===== config.mk =====
export PLATFORM = sky130hd
export DESIGN_NAME = load_store_unit
export DESIGN_NICKNAME = d
export VERILOG_FILES = /design/src/rtl/load_store_unit_pkg.sv /design/src/rtl/load_store_unit_lane_align.sv /design/src/rtl/load_store_unit.sv
export SDC_FILE = /design/constraint.sdc
export NUM_CORES = 1
export LEC_CHECK = 0
export CAP_MARGIN = 25
export CORE_ASPECT_RATIO = 0.6
export CORE_UTILIZATION = 53
export DETAILED_ROUTE_END_ITERATION = 8
export GPL_TIMING_DRIVEN = 0
export HOLD_SLACK_MARGIN = 0.15
export PLACE_DENSITY = 0.86
export SYNTH_ARGS = -nofsm -noshare
export SYNTH_HDL_FRONTEND = slang
export SYNTH_SLANG_ARGS = --single-unit

===== constraint.sdc =====
create_clock -name clk -period 4.5 [get_ports clk]
set_input_delay 0.9 -clock clk [delete_from_list [all_inputs] [get_ports clk]]
set_output_delay 0.9 -clock clk [all_outputs]
set_load 0.05 [all_outputs]

===== src/rtl/load_store_unit_pkg.sv =====
// Shared definitions for the load/store unit and the pipeline decoder:
// access size encodings, LSU state enumeration, default memory depth.
package load_store_unit_pkg;

    localparam int unsigned LSU_MEM_WORDS = 256;

    typedef enum logic [1:0] {
        SIZE_BYTE    = 2'b00,
        SIZE_HALF    = 2'b01,
        SIZE_WORD    = 2'b10,
        SIZE_ILLEGAL = 2'b11
    } size_e;

    typedef enum logic [1:0] {
        ST_IDLE   = 2'b00,
        ST_ACCESS = 2'b01,
        ST_WRITE  = 2'b10,
        ST_RESP   = 2'b11
    } state_e;

    // Size/alignment check; the range check depends on MEM_WORDS and lives in the LSU.
    function automatic logic is_bad_shape(input size_e size, input logic [1:0] offset);
        case (size)
            SIZE_BYTE: is_bad_shape = 1'b0;
            SIZE_HALF: is_bad_shape = offset[0];
            SIZE_WORD: is_bad_shape = (offset != 2'b00);
            default:   is_bad_shape = 1'b1;
        endcase
    endfunction

endpackage


===== src/rtl/load_store_unit_lane_align.sv =====
// Byte-lane alignment: extracts a sign/zero-extended byte or half from a word
// (MERGE = 0), or merges store data into the addressed lane(s) (MERGE = 1).
module lsu_lane_align
    import load_store_unit_pkg::*;
#(
    parameter bit MERGE = 1'b0
) (
    input  logic [31:0] word,
    input  logic [1:0]  offset,
    input  size_e       size,
    input  logic        is_unsigned,
    input  logic [31:0] wdata,
    output logic [31:0] result
);

    logic [7:0]  byte_val;
    logic [15:0] half_val;
    logic [31:0] extracted;
    logic [31:0] merged;

    // Lane select, extension and merge; MERGE picks which result leaves the block.
    always_comb begin
        byte_val  = word[{offset, 3'b000} +: 8];
        half_val  = offset[1] ? word[31:16] : word[15:0];

        case (size)
            SIZE_BYTE: extracted = {{24{~is_unsigned & byte_val[7]}}, byte_val};
            SIZE_HALF: extracted = {{16{~is_unsigned & half_val[15]}}, half_val};
            default:   extracted = word;
        endcase

        merged = word;
        case (size)
            SIZE_BYTE: merged[{offset, 3'b000} +: 8]       = wdata[7:0];
            SIZE_HALF: merged[{offset[1], 4'b0000} +: 16]  = wdata[15:0];
            SIZE_WORD: merged                              = wdata;
            default:   merged                              = word;
        endcase

        result = MERGE ? merged : extracted;
    end

endmodule


===== src/rtl/load_store_unit.sv =====
// Load/store unit: single outstanding access to a word-wide data memory.
// Loads take ACCESS; word stores write in ACCESS; sub-word stores do a
// read-modify-write through WRITE. Faulting requests go straight to RESP.
module load_store_unit
    import load_store_unit_pkg::*;
#(
    parameter int unsigned MEM_WORDS = LSU_MEM_WORDS
) (
    input  logic        clk,
    input  logic        rst_n,
    input  logic        req_valid,
    output logic        req_ready,
    input  logic        req_write,
    input  logic [1:0]  req_size,
    input  logic        req_unsigned,
    input  logic [31:0] req_addr,
    input  logic [31:0] req_wdata,
    output logic        resp_valid,
    output logic [31:0] resp_rdata,
    output logic        resp_fault,
    output logic        mem_we,
    output logic [31:0] mem_addr,
    output logic [31:0] mem_wdata,
    input  logic [31:0] mem_rdata
);

    state_e      state;
    logic [31:0] addr_q;
    logic [31:0] wdata_q;
    size_e       size_q;
    logic        write_q;
    logic        unsigned_q;
    logic [31:0] rmw_q;
    logic [31:0] load_val;
    logic [31:0] merge_val;
    logic        req_fault;
    logic        word_store;

    assign req_fault = is_bad_shape(size_e'(req_size), req_addr[1:0])
                     || ({2'b00, req_addr[31:2]} >= MEM_WORDS);

    assign word_store = write_q && (size_q == SIZE_WORD);

    assign req_ready  = (state == ST_IDLE);
    assign resp_valid = (state == ST_RESP);
    assign mem_addr   = {addr_q[31:2], 2'b00};
    // State decode only, so an asynchronous reset removes the strobe at once.
    assign mem_we     = (state == ST_WRITE) || ((state == ST_ACCESS) && word_store);

    lsu_lane_align #(.MERGE(1'b0)) u_load_extract (
        .word        (mem_rdata),
        .offset      (addr_q[1:0]),
        .size        (size_q),
        .is_unsigned (unsigned_q),
        .wdata       (wdata_q),
        .result      (load_val)
    );

    lsu_lane_align #(.MERGE(1'b1)) u_store_merge (
        .word        (rmw_q),
        .offset      (addr_q[1:0]),
        .size        (size_q),
        .is_unsigned (unsigned_q),
        .wdata       (wdata_q),
        .result      (merge_val)
    );

    // Write data is zero whenever no write strobe is presented.
    always_comb begin
        mem_wdata = '0;
        if (state == ST_WRITE)
            mem_wdata = merge_val;
        else if ((state == ST_ACCESS) && word_store)
            mem_wdata = wdata_q;
    end

    // Access sequencer: request capture, load/RMW data handling, response registers.
    always_ff @(posedge clk or negedge rst_n) begin
        if (!rst_n) begin
            state      <= ST_IDLE;
            addr_q     <= '0;
            wdata_q    <= '0;
            size_q     <= SIZE_BYTE;
            write_q    <= 1'b0;
            unsigned_q <= 1'b0;
            rmw_q      <= '0;
            resp_rdata <= '0;
            resp_fault <= 1'b0;
        end else begin
            case (state)
                ST_IDLE: begin
                    if (req_valid) begin
                        addr_q     <= req_addr;
                        wdata_q    <= req_wdata;
                        size_q     <= size_e'(req_size);
                        write_q    <= req_write;
                        unsigned_q <= req_unsigned;
                        if (req_fault) begin
                            resp_fault <= 1'b1;
                            resp_rdata <= '0;
                            state      <= ST_RESP;
                        end else begin
                            state      <= ST_ACCESS;
                        end
                    end
                end
                ST_ACCESS: begin
                    if (!write_q) begin
                        resp_rdata <= load_val;
                        resp_fault <= 1'b0;
                        state      <= ST_RESP;
                    end else if (size_q == SIZE_WORD) begin
                        resp_rdata <= '0;
                        resp_fault <= 1'b0;
                        state      <= ST_RESP;
                    end else begin
                        rmw_q      <= mem_rdata;
                        state      <= ST_WRITE;
                    end
                end
                ST_WRITE: begin
                    resp_rdata <= '0;
                    resp_fault <= 1'b0;
                    state      <= ST_RESP;
                end
                default: begin
                    state <= ST_IDLE;
                end
            endcase
        end
    end

endmodule


==> results.cfg <==
[timing]
fin_hold_ws_ns = 0.430
rsz0062_at_grt = false
slew_viol_final = 0
finalSetupViolations = 0
hold_viol_final = 0
setup_tns_ns = 0
worst_pin_slew_ns = 0.794
max_slew_margin = 0.470
period_needed_ns = 4.43
fin_crit_sh = 0.985
finClkSkew_ns = 0.00912
fmax_ghz = 0.226

[synth]
synth_fa_ha_area_frac = 0.0149
synth_top_cell_by_area = dfrtp_1
synth_compound_area_frac = 0.176
synthArstFlopShare = 1.00
synth_edf_count = 0
muxShareOfSynthArea = 0.196
synth_top_family_by_area = multiplexers
synth_cells = 717
synth_xor_area_frac = 0
ys_top_cells_by_count = dfrtp_1 (135), mux2_2 (123), o21ai_0 (59)
ys_seq_elements = 135
synth_cell_types = 49
syn_avg_cell_area_um2 = 10.6
synth_area_um2 = 7570
synthTopCellsByArea = dfrtp_1 (45%), mux2_2 (18%), o21ai_0 (3.9%)
yosysMostFrequentCell = dfrtp_1
yosys_warnings = 0
synth-simple-area-share = 0.100
ys_seq_area_frac = 0.446
ys.flop_type = dfrtp_1
yosys.area.top_type_share = 0.446

[die]
coreArea_um2 = 13800
dieArea_um2 = 14800
die-width_um = 156
pin_count = 203
die_h_um = 94.6
start_util = 0.549
rows = 33

[status]
status = complete, no violations

[clocking]
clock_path_buffers = 2
cts-root-buf = clkbuf_16
htree_levels = 4
numCtsBuffers = 17
clock_latency_ns = 0.42
path_clk_slew_ns = 0.06
clock_sinks = 135
cts_tree = yes

[grt]
grt_max_degree = 84
grt_pass1_wl_um = 36800
antenna_found_initial = 0
grt_pass1_vias = 6436
grt_overflow = 0
track_usage = 0.339

[route]
dr.first_iter.drc_count = 636
totalWireLength_um = 24400
vias = 6803
avgRoutedWirePerCell_um = 21.3
drt-pass1-iter-count = 6
drc = 0
vias_per_cell = 5.95
ant_nets = 0

[finish]
fin_nets = 1050
drive_above_1_share = 0.261
area_delta_synth_final_pct = 37.5
stdcell_count = 1143
antenna_cells = 0
fillers = 990

[worst_setup_path]
path_max_fanout = 12
cpMaxStageDelayCell = clkdlybuf4s15_1
crit_chain = buf_4 > clkinv_1 > buf_2 > ha_1 > nand4bb_1 > a21oi_1 > a21oi_1 > a21oi_2 > a22o_1 > clkdlybuf4s15_1
critPathLaunchType = flip-flop
arrival_ns = 3.53
cp.required_ns = 3.60
crit_path_frequent_cell = a21oi_1
end_kind = output pin
cpPeakStageDelay_ns = 0.50
crit_type = reg2out

[job]
drv_cap = 0

[power]
power.total_w = 0.00951
p_comb_frac = 0.603
power-per-cell-area_nw_per_um2 = 914
p_leak_nw = 4.36
p_sw_frac = 0.487
power_frac_seq = 0.247
internal-power_w = 0.00487
switchingPower_w = 0.00464
irDropWorstVdd_mv = 0.618
clock_power_share = 0.150

[place]
gp_congestion = 0.989
port_buffers = 200
dp.cells = 1111
dp_hpwl_um = 18300

[hold_path]
hp-class = in2async
==> stage by stage <==
stage / util / area [um2] / worst slack, ns
floorplan: - / 7570 / 0.340
global placement: 0.712 / 9820 / -2.87
global route: 0.755 / 10400 / 0.00182
finish: 0.755 / 10400 / 0.0687
CTS: 0.759 / 10500 / 0.00341
detailed placement: 0.714 / 9850 / -0.297
==> power by group through the flow <==
stage	Sequential, W	Combinational [W]	Clock, W
floorplan	0.00249	0.00376	0
global placement	0.00230	0.00563	0
finish	0.00235	0.00573	0.00143
CTS	0.00232	0.00570	0.00143
global route	0.00241	0.00605	0.00148
detailed placement	0.00233	0.00572	0
==> final cells by class <==
cell class | count | area (um2) | area share
Sequential cell | 135 | 3380 | 0.325
Clock buffer | 20 | 457 | 0.0439
Clock inverter | 12 | 139 | 0.0133
Inverter | 12 | 45.0 | 0.00433
Buffer | 79 | 459 | 0.0441
Tap cell | 192 | 240 | 0.0231
Timing Repair Buffer | 202 | 1980 | 0.190
Multi-Input combinational cell | 491 | 3710 | 0.356
==> layer usage <==
| layer | track usage | wire, um |
|---|---|---|
| met1 | 0.506 | 11100 |
| met2 | 0.464 | 9850 |
| met3 | 0.105 | 3010 |
| met4 | 0.102 | 402 |
| met5 | 0 | 0 |
==> final timing paths <==
path	start	end	slack (ns)	cells past startpoint
worst max-delay path	addr_q[1]$_DFFE_PN0P_	mem_wdata[4]	0.07	10
worst min-delay path	rst_n	resp_rdata[28]$_DFFE_PN0P_	0.43	1
worst max register to register	state[1]$_DFFE_PN0N_	rmw_q[12]$_DFFE_PN0P_	1.97	6
worst min register to register	resp_rdata[2]$_DFFE_PN0P_	resp_rdata[2]$_DFFE_PN0P_	0.50	1
max in group asynchronous	rst_n	addr_q[1]$_DFFE_PN0P_	3.29	2
min in group clk	resp_rdata[2]$_DFFE_PN0P_	resp_rdata[2]$_DFFE_PN0P_	0.50	1
==> sequential cells by signal (all words and copies together) (netlist names), 2 cells and up <==
register,count
addr_q,32
resp_rdata,32
rmw_q,32
size_q,2
state,2
wdata_q,32
==> worst max-delay path: cells and delay by family (launching register included) <==
kind	cells	cell delay (ns)
DFF	1	0.45
and+or+nand+nor	1	0.19
buffers and inverters	4	1.25
adders and majority gates	1	0.35
AOI/OAI and AO/OA	4	0.85
==> cells in the final DEF, fill, tap and decap left out, drive strengths merged, types with 9 or more instances in the layout <==
cell,n
o22ai,26
clkbuf,55
buf,63
nand2,38
ha,9
a221oi,9
o21ai,60
inv,16
dfrtp,135
a21oi,41
a22o,26
nand2b,18
mux2,123
mux2i,10
nor2,46
or3,9
clkdlybuf4s15,15
clkdlybuf4s50,167
nor2b,19
==> what timing repair did <==
| item | 4_1_cts | 5_1_grt |
|---|---|---|
| endpoints found under the hold margin | 0 | 0 |
| hold buffers | 0 | 0 |
| setup buffers | 0 | 0 |
| cloned | 0 | 0 |
| setup endpoints to repair | 32 | 32 |
| gates resized for setup | 111 | 36 |
==> logic make-up after synthesis <==
family	count (synthesis)
other	1
DFF	135
buffers and inverters	92
and+or+nand+nor	148
adders and majority gates	9
muxes	133
AOI/OAI and AO/OA	199
Power figures use the tool's default switching activity.
